===== src/rtl/fetcher_pkg.sv =====
// Shared configuration for the instruction fetcher.
//   state_t             - fetch FSM states (IDLE/WAIT_MEM/HOLD/DRAIN)
//   ICACHE_LINES        - number of one-word lines in the optional icache
//   ICACHE_INDEX_WIDTH  - log2(ICACHE_LINES), index taken from pc[5:2]
//   ICACHE_TAG_WIDTH    - remaining upper word-address bits, pc[31:6]
//   word_align()        - clears the two byte-offset bits of an address
package fetcher_pkg;

  typedef enum logic [1:0] {
    ST_IDLE     = 2'd0,  // issue a fetch for pc (or hit in the icache)
    ST_WAIT_MEM = 2'd1,  // request outstanding, waiting for mem_done
    ST_HOLD     = 2'd2,  // instruction presented to the decoder
    ST_DRAIN    = 2'd3   // flushed while a response is still in flight
  } state_t;

  localparam int ICACHE_LINES       = 16;
  localparam int ICACHE_INDEX_WIDTH = 4;
  localparam int ICACHE_TAG_WIDTH   = 30 - ICACHE_INDEX_WIDTH;

  function automatic logic [31:0] word_align(input logic [31:0] addr);
    return addr & 32'hFFFF_FFFC;
  endfunction

endpackage


===== src/rtl/fetcher_icache.sv =====
// Direct-mapped instruction cache, one 32-bit word per line.
//   clk, rst     - clock, synchronous active-high reset (clears valid bits)
//   lookup_word  - word address (addr[31:2]) being looked up
//   hit          - lookup_word is resident
//   hit_data     - cached word for lookup_word (meaningful only when hit)
//   fill_we      - write fill_data into the line selected by fill_word
//   fill_word    - word address (addr[31:2]) of the returned fetch
//   fill_data    - word returned by memory
module icache
  import fetcher_pkg::*;
(
  input  logic        clk,
  input  logic        rst,
  input  logic [29:0] lookup_word,
  output logic        hit,
  output logic [31:0] hit_data,
  input  logic        fill_we,
  input  logic [29:0] fill_word,
  input  logic [31:0] fill_data
);

  logic [ICACHE_LINES-1:0] valid;
  logic [ICACHE_TAG_WIDTH-1:0] tag_mem [ICACHE_LINES];
  logic [31:0]                 data_mem [ICACHE_LINES];

  logic [ICACHE_INDEX_WIDTH-1:0] lookup_idx, fill_idx;
  logic [ICACHE_TAG_WIDTH-1:0]   lookup_tag, fill_tag;

  assign lookup_idx = lookup_word[ICACHE_INDEX_WIDTH-1:0];
  assign lookup_tag = lookup_word[29:ICACHE_INDEX_WIDTH];
  assign fill_idx   = fill_word[ICACHE_INDEX_WIDTH-1:0];
  assign fill_tag   = fill_word[29:ICACHE_INDEX_WIDTH];

  assign hit      = valid[lookup_idx] && (tag_mem[lookup_idx] == lookup_tag);
  assign hit_data = data_mem[lookup_idx];

  always_ff @(posedge clk) begin
    if (rst) begin
      valid <= '0;
    end else if (fill_we) begin
      valid[fill_idx] <= 1'b1;
    end
  end

  // NOTE: tag/data arrays carry no reset; a line is unusable until its valid
  // bit is set, so resetting the storage would only add logic.
  always_ff @(posedge clk) begin
    if (fill_we) begin
      tag_mem[fill_idx]  <= fill_tag;
      data_mem[fill_idx] <= fill_data;
    end
  end

endmodule


===== src/rtl/fetcher.sv =====
// Instruction fetcher: fetches the word at pc, presents it to the decoder,
// follows predicted next-pc on issue and redirects on a ROB flush.
// Optional feature macro: ICACHE_EN (adds a 16-line direct-mapped icache).
//   clk, rst        - clock, synchronous active-high reset
//   rdy             - global enable; low freezes every register
//   mem_req/addr    - fetch request (held until response) and word address
//   mem_done/data   - one-cycle response pulse and fetched word
//   instr_ready     - instr_out/instr_addr_out valid to the decoder
//   instr_issued    - decoder consumed the word; predict_pc is the next pc
//   rob_clear(_pc)  - mispredict flush and redirect target
module fetcher
  import fetcher_pkg::*;
(
  input  logic        clk,
  input  logic        rst,
  input  logic        rdy,
  output logic        mem_req,
  output logic [31:0] mem_addr,
  input  logic        mem_done,
  input  logic [31:0] mem_data,
  output logic        instr_ready,
  output logic [31:0] instr_out,
  output logic [31:0] instr_addr_out,
  input  logic        instr_issued,
  input  logic [31:0] predict_pc,
  input  logic        rob_clear,
  input  logic [31:0] rob_clear_pc
);

  state_t      state, state_next;
  logic [31:0] pc, pc_next;
  logic        load_instr;
  logic [31:0] load_data;
  logic        idle_hit;

`ifdef ICACHE_EN
  logic [31:0] req_addr;   // address of the outstanding request (fill target)
  logic        hit;
  logic [31:0] hit_data;
  logic        fill_we;

  // Every response fills, including one being drained after a flush.
  assign fill_we = !rst && rdy && mem_done &&
                   ((state == ST_WAIT_MEM) || (state == ST_DRAIN));

  icache u_icache (
    .clk         (clk),
    .rst         (rst),
    .lookup_word (pc[31:2]),
    .hit         (hit),
    .hit_data    (hit_data),
    .fill_we     (fill_we),
    .fill_word   (req_addr[31:2]),
    .fill_data   (mem_data)
  );

  assign idle_hit = hit;
`else
  assign idle_hit = 1'b0;
`endif

  // NOTE: every combinational output gets a default before the case so no
  // path leaves it unassigned, which would otherwise infer a latch.
  always_comb begin
    state_next = state;
    pc_next    = pc;
    load_instr = 1'b0;
    load_data  = mem_data;
    case (state)
      ST_IDLE: begin
        if (rob_clear) begin
          pc_next = word_align(rob_clear_pc);
        end else if (idle_hit) begin
          load_instr = 1'b1;
`ifdef ICACHE_EN
          load_data  = hit_data;
`endif
          state_next = ST_HOLD;
        end else begin
          state_next = ST_WAIT_MEM;
        end
      end
      ST_WAIT_MEM: begin
        if (rob_clear) begin
          pc_next    = word_align(rob_clear_pc);
          // A response arriving with the flush is simply dropped.
          state_next = mem_done ? ST_IDLE : ST_DRAIN;
        end else if (mem_done) begin
          load_instr = 1'b1;
          state_next = ST_HOLD;
        end
      end
      ST_HOLD: begin
        if (rob_clear) begin
          pc_next    = word_align(rob_clear_pc);
          state_next = ST_IDLE;
        end else if (instr_issued) begin
          pc_next    = word_align(predict_pc);
          state_next = ST_IDLE;
        end
      end
      ST_DRAIN: begin
        if (rob_clear) pc_next = word_align(rob_clear_pc);
        if (mem_done)  state_next = ST_IDLE;
      end
      default: state_next = ST_IDLE;
    endcase
  end

  // NOTE: state registers use non-blocking assignments so every flop samples
  // the pre-edge values regardless of statement order.
  always_ff @(posedge clk) begin
    if (rst) begin
      state          <= ST_IDLE;
      pc             <= '0;
      instr_out      <= '0;
      instr_addr_out <= '0;
    end else if (rdy) begin
      state <= state_next;
      pc    <= pc_next;
      if (load_instr) begin
        instr_out      <= load_data;
        instr_addr_out <= pc;
      end
    end
  end

`ifdef ICACHE_EN
  always_ff @(posedge clk) begin
    if (rst) begin
      req_addr <= '0;
    end else if (rdy && (state == ST_IDLE)) begin
      req_addr <= pc;
    end
  end
`endif

  assign mem_addr = pc;

  // Both strobes are forced low during reset since state may still be stale.
  assign mem_req = !rst && (((state == ST_IDLE) && !idle_hit) ||
                            (state == ST_WAIT_MEM));

  // Dropping ready in the issue cycle itself prevents a second issue.
  assign instr_ready = !rst && (state == ST_HOLD) && !instr_issued;

endmodule


===== config.mk =====
export PLATFORM = sky130hd
export DESIGN_NAME = fetcher
export DESIGN_NICKNAME = d
export VERILOG_FILES = /design/src/rtl/fetcher_pkg.sv /design/src/rtl/fetcher_icache.sv /design/src/rtl/fetcher.sv
export SDC_FILE = /design/constraint.sdc
export NUM_CORES = 1
export LEC_CHECK = 0
export BUFFER_PORTS_ARGS = -buffer_cell sky130_fd_sc_hd__clkbuf_2
export CAP_MARGIN = 20
export CORE_ASPECT_RATIO = 0.75
export CORE_MARGIN = 1
export CORE_UTILIZATION = 42
export DETAILED_ROUTE_END_ITERATION = 16
export PLACE_DENSITY = 0.74
export SLEW_MARGIN = 40
export SYNTH_ARGS = -nofsm -noshare
export SYNTH_HDL_FRONTEND = slang
export SYNTH_SLANG_ARGS = --single-unit

===== constraint.sdc =====
create_clock -name clk -period 1.18 [get_ports clk]
set_input_delay 0 -clock clk [delete_from_list [all_inputs] [get_ports clk]]
set_output_delay 0 -clock clk [all_outputs]
set_load 0.02 [all_outputs]

# Yosys cells after proc, flatten, opt, wreduce, memory -nomap -nowiden
# Index checks and enable logic that the tools add are counted.
[totals]
ram_bits = 0
register_bits = 98
n_memories = 0
mem_bits_ro = 0
wordCells = 38
output_inout_bits = 98
latch_bits = 0
[classes]
reduce_logical = 11
n_shift = 0
bitwise = 0
addsub = 0
eq_ne = 8
mul = 0
div_mod_pow = 0
mux = 15
order_cmp = 0
[op_table]
columns = ["cell", "count"]
rows = [
  ["$mux W32", 3],
  ["$pmux W32 S2", 1],
  ["$mux W2", 7],
  ["$pmux W2 S4", 1],
  ["$ne A3 B3 Y1 const B", 2],
  ["$reduce_and A5 Y1", 1],
  ["$eq A2 B2 Y1 const B", 2],
  ["$ne A2 B2 Y1 const B", 2],
  ["$logic_and A1 B1 Y1", 3],
  ["$mux W1", 3],
  ["$reduce_and A3 Y1", 1],
  ["$reduce_or A3 Y1", 1],
  ["$eq A2 B1 Y1 const B", 1],
  ["$logic_not A1 Y1", 2],
  ["$logic_not A2 Y1", 1],
  ["$ne A2 B1 Y1 const B", 1],
  ["$reduce_and A2 Y1", 1],
  ["$logic_or A1 B1 Y1", 1],
]

# Logic depth before layout (Yosys ltp)
# Gate-level depths: netlist (run 1).
[depth]
word_depth = 4
ltp_mapped = 5

# Worst setup path after synthesis (run 1)
# No wires, ideal clock.
[synth_timing]
kind = "reg2reg"
start = "register state[0]"
end = "register pc[10] (netlist: mem_addr[10])"
required_ps = 1061
path_slack_ps = -117
arrival_ps = 1178
synth_period_minus_slack_ps = 1297
stages_incl_launch_ff = 5
cell_sequence = "dfxtp_1 > and3b_1 > o21a_1 > buf_6 > o221a_2"
[synth_between]
elab_chain_len = 4
word_cells_on_any_way = 9
[synth_rtl]
columns = ["item", "line_no", "rtl"]
rows = [
  ["from (decl)", "fetcher.sv:30", "state_t state, state_next;"],
  ["from (signal assigned)", "fetcher.sv:119", "state <= state_next;"],
  ["$eq A2 B1 Y1 (tied with other cells)", "fetcher.sv:69", "case (state)"],
  ["$reduce_or A3 Y1 (no source line)", "n/a", ""],
  ["$ne A2 B1 Y1 (no source line)", "n/a", ""],
  ["$reduce_and A3 Y1 (no source line)", "n/a", ""],
  ["to (signal assigned)", "fetcher.sv:120", "pc <= pc_next;"],
  ["to (decl)", "fetcher.sv:31", "logic [31:0] pc, pc_next;"],
]
# Several ways; a longest one is shown, not always the timed one.
# A chain may end at the register's enable or synchronous reset.

# Final worst setup path (run 1)
[layout_timing]
start = "register state[0]"
end = "register pc[21] (netlist: mem_addr[21])"
# The elaborated chain is that of the path after synthesis.

==> impl_metrics.json, run 1 <==
{
  "netlist_top_cells_area": "dfxtp_1 (43%), mux2i_1 (14%), nand2b_1 (14%)",
  "setup_tns_ns": -5.69,
  "die_area_um2": 10800,
  "grt_overflow": 0,
  "setup_viol": 78,
  "cts_htree_levels": 3,
  "outcome": "finished, violations left",
  "irDropWorstVdd_uv": 731,
  "wl_mm": 13.5,
  "critPathKind": "flip-flop to flip-flop",
  "synthFlopType": "dfxtp_1",
  "finalWeightedCongestion": 0.785,
  "root_buffer": "clkbuf_16",
  "via_per_inst": 4.89,
  "clk_pin_slew_ns": 0.06,
  "filler_cell_count": 690,
  "track_usage": 0.245,
  "clkLatencyLatePin_ns": 0.34,
  "hold_viol": 0,
  "worstPathMaxFanout": 12,
  "layout.nets": 811,
  "endpoint_kind": "flip-flop",
  "vias": 4146,
  "cts_tree": "built",
  "leakage_uw": 0.00307,
  "grt_pass1_vias": 4193,
  "fin_ws_ns": -0.139,
  "power.density_nw_per_um2": 1100,
  "violations": "negative setup slack",
  "route.detailed.drc": 0,
  "finalPower_uw": 7680,
  "arrival_ns": 1.55,
  "post_drt_wl_per_cell_um": 15.9,
  "synth_common_cells": "nand2b_1 (95), dfxtp_1 (94), mux2i_1 (62)",
  "dp_hpwl_mm": 7.41,
  "finalMaxSlewViolations": 0,
  "yosysMostFrequentCell": "nand2b_1",
  "slew_headroom": 0.582,
  "async_flop_share": 0,
  "ant_nets": 0,
  "area_growth_pct": 61.0,
  "yosysWarnings": 0,
  "syn_avg_cell_area_um2": 10.2,
  "synth.cell_area_um2": 4350,
  "clockBufferDepth": 2,
  "worst_pin_slew_ns": 0.626,
  "antenna_found_initial": 1,
  "core_um2": 9850,
  "drv_cap": 0,
  "rsz0062_at_grt": "yes",
  "cts_buffers": 9,
  "fin_crit_ns": 1.32,
  "skew_ns": 0.00849,
  "synth_top_cell_by_area": "dfxtp_1",
  "hp-class": "input port to flip-flop",
  "die_width_um": 120,
  "start_kind": "flip-flop",
  "worstPathRequired_ns": 1.41,
  "port_buffers": 191,
  "fin_cells": 847,
  "layout-drive-gt1-share": 0.387,
  "die_y_um": 90.1,
  "yosysSeqAreaShare": 0.433,
  "min_period_over_period": 1.12,
  "grt_pass1_wl_mm": 20.7,
  "synth_cells": 425,
  "ys_ff_latch": 94,
  "synth_cell_type_count": 26,
  "grt_max_degree": 101,
  "synth_top_area_share": 0.433,
  "io_pins": 200,
  "num_rows": 31,
  "clock_sinks": 94,
  "dp.cells": 727,
  "fmax_ghz": 0.758,
  "dr.pass1.iters": 4,
  "initialDrtViolationCount": 188,
  "initial_utilization": 0.441,
  "synth_edf_count": 0
}
## cell families after synthesis
kind of cell           count (synthesis)  synth area share
AO/OA/AOI/OAI                         67             0.124
buffers and inverters                 68            0.0964
flip-flops                            94             0.433
multiplexers                          62             0.143
other                                  1          0.000862
AND/OR/NAND/NOR                      133             0.203
## report_power, final
| part | internal, µW | total, µW | switching (µW) |
|---|---|---|---|
| registers | 3270 | 3340 | 76.4 |
| clock network | 1860 | 3110 | 1250 |
| logic | 684 | 1220 | 537 |
| total | 5810 | 7680 | 1860 |
## critical path, stage by stage, from the launching register on
cell       delay (ns)
dfxtp_4          0.36
and3b_1          0.20
o21a_4           0.23
clkbuf_16        0.17
o221a_2          0.25
## metrics by stage
step | setup slack (ns) | instance area (µm²) | utilization | hold slack, ns
2_1_floorplan | -0.0504 | 4360 | - | 0.0824
3_3_place_gp | -0.0722 | 5370 | 0.545 | 0.244
3_5_place_dp | -0.0983 | 5370 | 0.545 | 0.250
4_1_cts | -0.131 | 6890 | 0.699 | 0.00113
5_1_grt | -0.171 | 7000 | 0.711 | 0.0250
6_report | -0.139 | 7000 | 0.711 | 0.0115
## sequential cells by signal, summed over array words and instances (netlist names)
| register | count |
|---|---|
| instr_addr_out | 30 |
| state | 2 |
| mem_addr | 30 |
| instr_out | 32 |
## repair_timing
item,CTS,global route
hold buffers,91,0
setup endpoints to repair,89,90
gates resized for setup,20,13
gates cloned,5,2
pin swaps,6,2
buffers inserted,5,0
endpoints found under the hold margin,64,0
## path summary, 6_finish.rpt
| path | from | endpoint | slack [ns] | depth (start not counted) |
|---|---|---|---|---|
| worst max-delay path | state[0]$_SDFFE_PP0P_ | mem_addr[21]$_SDFFE_PP0P_ | -0.14 | 4 |
| worst min-delay path | instr_issued | state[1]$_SDFFE_PP0P_ | 0.01 | 3 |
| worst max register to register | state[0]$_SDFFE_PP0P_ | mem_addr[21]$_SDFFE_PP0P_ | -0.14 | 4 |
| worst min register to register | instr_out[18]$_SDFFE_PP0P_ | instr_out[18]$_SDFFE_PP0P_ | 0.47 | 2 |
## cell usage in the layout, fill, tap and decap left out, drive strengths merged, types with 4 or more instances in the layout
cell | netlist | final
nand2b | 95 | 95
mux2i | 62 | 62
a21oi | 32 | 32
or2b | 30 | 30
dfxtp | 94 | 94
dlygate4sd3 | 0 | 91
o221a | 30 | 30
buf | 19 | 25
clkbuf | 18 | 200
conb | 1 | 4
inv | 31 | 32
## area by class of cell
cell class / instances / area [µm²] / area share
timing repair buffer: 307 / 2340 / 0.334
multi-input combinational: 266 / 2170 / 0.310
tap: 132 / 165 / 0.0236
sequential: 94 / 1890 / 0.269
clock inverter: 7 / 97.6 / 0.0139
antenna: 1 / 2.50 / 0.000357
inverter: 31 / 116 / 0.0166
clock buffer: 9 / 225 / 0.0322
## layer usage
layer | global-route usage | part of all wire | wire [µm] | up-vias
met4 | 0.0917 | 0.025 | 344 | 0
met2 | 0.447 | 0.51 | 6930 | 156
met5 | 0 | 0 | 0 | -
li1 | - | - | - | 1995
met1 | 0.273 | 0.41 | 5490 | 1967
met3 | 0.0584 | 0.054 | 735 | 28
(Power assumes the default switching activity.)
==> run 2: changes to the inputs <==
--- a/config.mk
+++ b/config.mk
@@ -8,10 +8,11 @@
 export BUFFER_PORTS_ARGS = -buffer_cell sky130_fd_sc_hd__clkbuf_2
 export CAP_MARGIN = 20
 export CORE_ASPECT_RATIO = 0.75
-export CORE_MARGIN = 1
+export CORE_MARGIN = 2
 export CORE_UTILIZATION = 42
 export DETAILED_ROUTE_END_ITERATION = 16
 export PLACE_DENSITY = 0.74
+export SETUP_SLACK_MARGIN = 0.05
 export SLEW_MARGIN = 40
 export SYNTH_ARGS = -nofsm -noshare
 export SYNTH_HDL_FRONTEND = slang
==> constraint.sdc (replaced) <==
create_clock -name clk -period 1.18 [get_ports clk]
set_input_delay 0.177 -clock clk [delete_from_list [all_inputs] [get_ports clk]]
set_output_delay 0.177 -clock clk [all_outputs]
set_load 0.02 [all_outputs]
==> impl_metrics.json, run 2 (synthesis gave the netlist of run 1 again) <==
{
  "outcome": "finished, violations left",
  "violations": "negative setup slack",
  "largest_register": "instr_out",
  "filler_cell_count": 834,
  "min_period_over_period": 1.17,
  "core_um2": 10200,
  "layout.nets": 734,
  "cts_buffers": 9,
  "clock_sinks": 94,
  "arrival_ns": 1.61,
  "cts_tree": "built",
  "dp_hpwl_mm": 7.53,
  "grt_pass1_vias": 3566,
  "clk_pin_slew_ns": 0.07,
  "grt_max_degree": 59,
  "wl_mm": 12.3,
  "finalMaxSlewViolations": 0,
  "dp_slack_ns": -0.193,
  "port_buffers": 191,
  "fin_ws_ns": -0.200,
  "dr.pass1.iters": 4,
  "largest_reg_flops": 32,
  "critPathKind": "flip-flop to flip-flop",
  "area_growth_pct": 48.9,
  "seq_area_um2": 1890,
  "multiInputGateArea_um2": 2390,
  "die_width_um": 122,
  "fin_cells": 773,
  "irDropWorstVdd_uv": 826,
  "ant_nets": 0,
  "route.detailed.drc": 0,
  "fin_crit_ns": 1.38,
  "clockBufferDepth": 2,
  "die_y_um": 92.1,
  "power.density_nw_per_um2": 1170,
  "skew_ns": 0.00516,
  "hp-class": "input port to flip-flop",
  "layout_commonest_cell": "clkbuf_2",
  "leakage_uw": 0.00282,
  "grt_overflow": 0,
  "clkLatencyLatePin_ns": 0.34,
  "grt_pass1_wl_mm": 18.0,
  "slew_headroom": 0.580,
  "layout-drive-gt1-share": 0.458,
  "root_buffer": "clkbuf_16",
  "io_pins": 200,
  "worstPathRequired_ns": 1.41,
  "n_antenna_cell": 0,
  "grtUsageMet3": 0.0435,
  "post_drt_wl_per_cell_um": 15.9,
  "worst_pin_slew_ns": 0.630,
  "final_cell_mix": "clkbuf_2 (184), nand2b_1 (95), dfxtp_1 (90), mux2i_1 (60), a21oi_1 (32)",
  "finalWeightedCongestion": 0.781,
  "cts_htree_levels": 3,
  "worstPathMaxFanout": 6,
  "start_kind": "flip-flop",
  "vias": 3708,
  "die_area_um2": 11200,
  "setup_tns_ns": -9.31,
  "antenna_found_initial": 0,
  "hold_viol": 0,
  "use_met2": 0.338,
  "finalPower_uw": 7580,
  "initial_utilization": 0.428,
  "drv_cap": 0,
  "num_rows": 32,
  "busiest_layer": "met2",
  "rsz0062_at_grt": "yes",
  "fmax_ghz": 0.725,
  "track_usage": 0.206,
  "endpoint_kind": "flip-flop",
  "initialDrtViolationCount": 179,
  "dp.cells": 734,
  "via_per_inst": 4.80,
  "met1_usage": 0.271,
  "setup_viol": 94
}
==> run 2: final timing paths <==
check	cells after the start	end	slack (ns)	from
worst max-delay path	4	mem_addr[20]$_SDFFE_PP0P_	-0.20	state[0]$_SDFFE_PP0P_
worst min-delay path	3	instr_out[9]$_SDFFE_PP0P_	0.07	mem_data[9]
worst max register to register	4	mem_addr[20]$_SDFFE_PP0P_	-0.20	state[0]$_SDFFE_PP0P_
worst min register to register	2	instr_addr_out[14]$_SDFFE_PP0P_	0.47	instr_addr_out[14]$_SDFFE_PP0P_
==> run 2: per-layer routing <==
metal | vias up | part of all wire | routed length, µm
li1 | 1841 | - | -
met4 | 0 | 0.014 | 176
met5 | - | 0 | 0
met3 | 18 | 0.050 | 612
met1 | 1727 | 0.45 | 5570
met2 | 122 | 0.48 | 5950
==> run 2: stage by stage <==
step,hold WS (ns),area [µm²],util
2_1_floorplan,0.278,4370,-
3_3_place_gp,0.421,5370,0.528
3_5_place_dp,0.430,5370,0.528
4_1_cts,0.0632,6320,0.622
5_1_grt,0.0734,6470,0.637
6_report,0.0746,6470,0.637
==> run 2: critical path, stage by stage (launching register included) <==
cell and delay, ns:
dfxtp_4 0.36, and3b_2 0.23, o21a_4 0.28, clkbuf_16 0.19, o221a_4 0.21
==> run 2: report_power, final <==
part | internal [µW] | total (µW) | leakage, µW | switching (µW)
logic | 580 | 1110 | 0.00189 | 528
registers | 3270 | 3350 | 0.000766 | 85.9
clock network | 1870 | 3120 | 0.000156 | 1250
==> run 2: repair_timing <==
item | CTS | global route
setup buffers | 14 | 4
hold buffers | 0 | 0
resized for setup | 50 | 49
endpoints found under the setup margin | 94 | 99
gates cloned | 11 | 3
pin swaps | 14 | 24
==> run 2: layout make-up <==
| cell class | instances | area share |
|---|---|---|
| well taps | 136 | 0.0263 |
| multi-input cells | 266 | 0.370 |
| flip-flops and latches | 94 | 0.292 |
| clock inverters | 7 | 0.0149 |
| repair buffers | 230 | 0.244 |
| inverters | 31 | 0.0184 |
| clock buffers | 9 | 0.0348 |
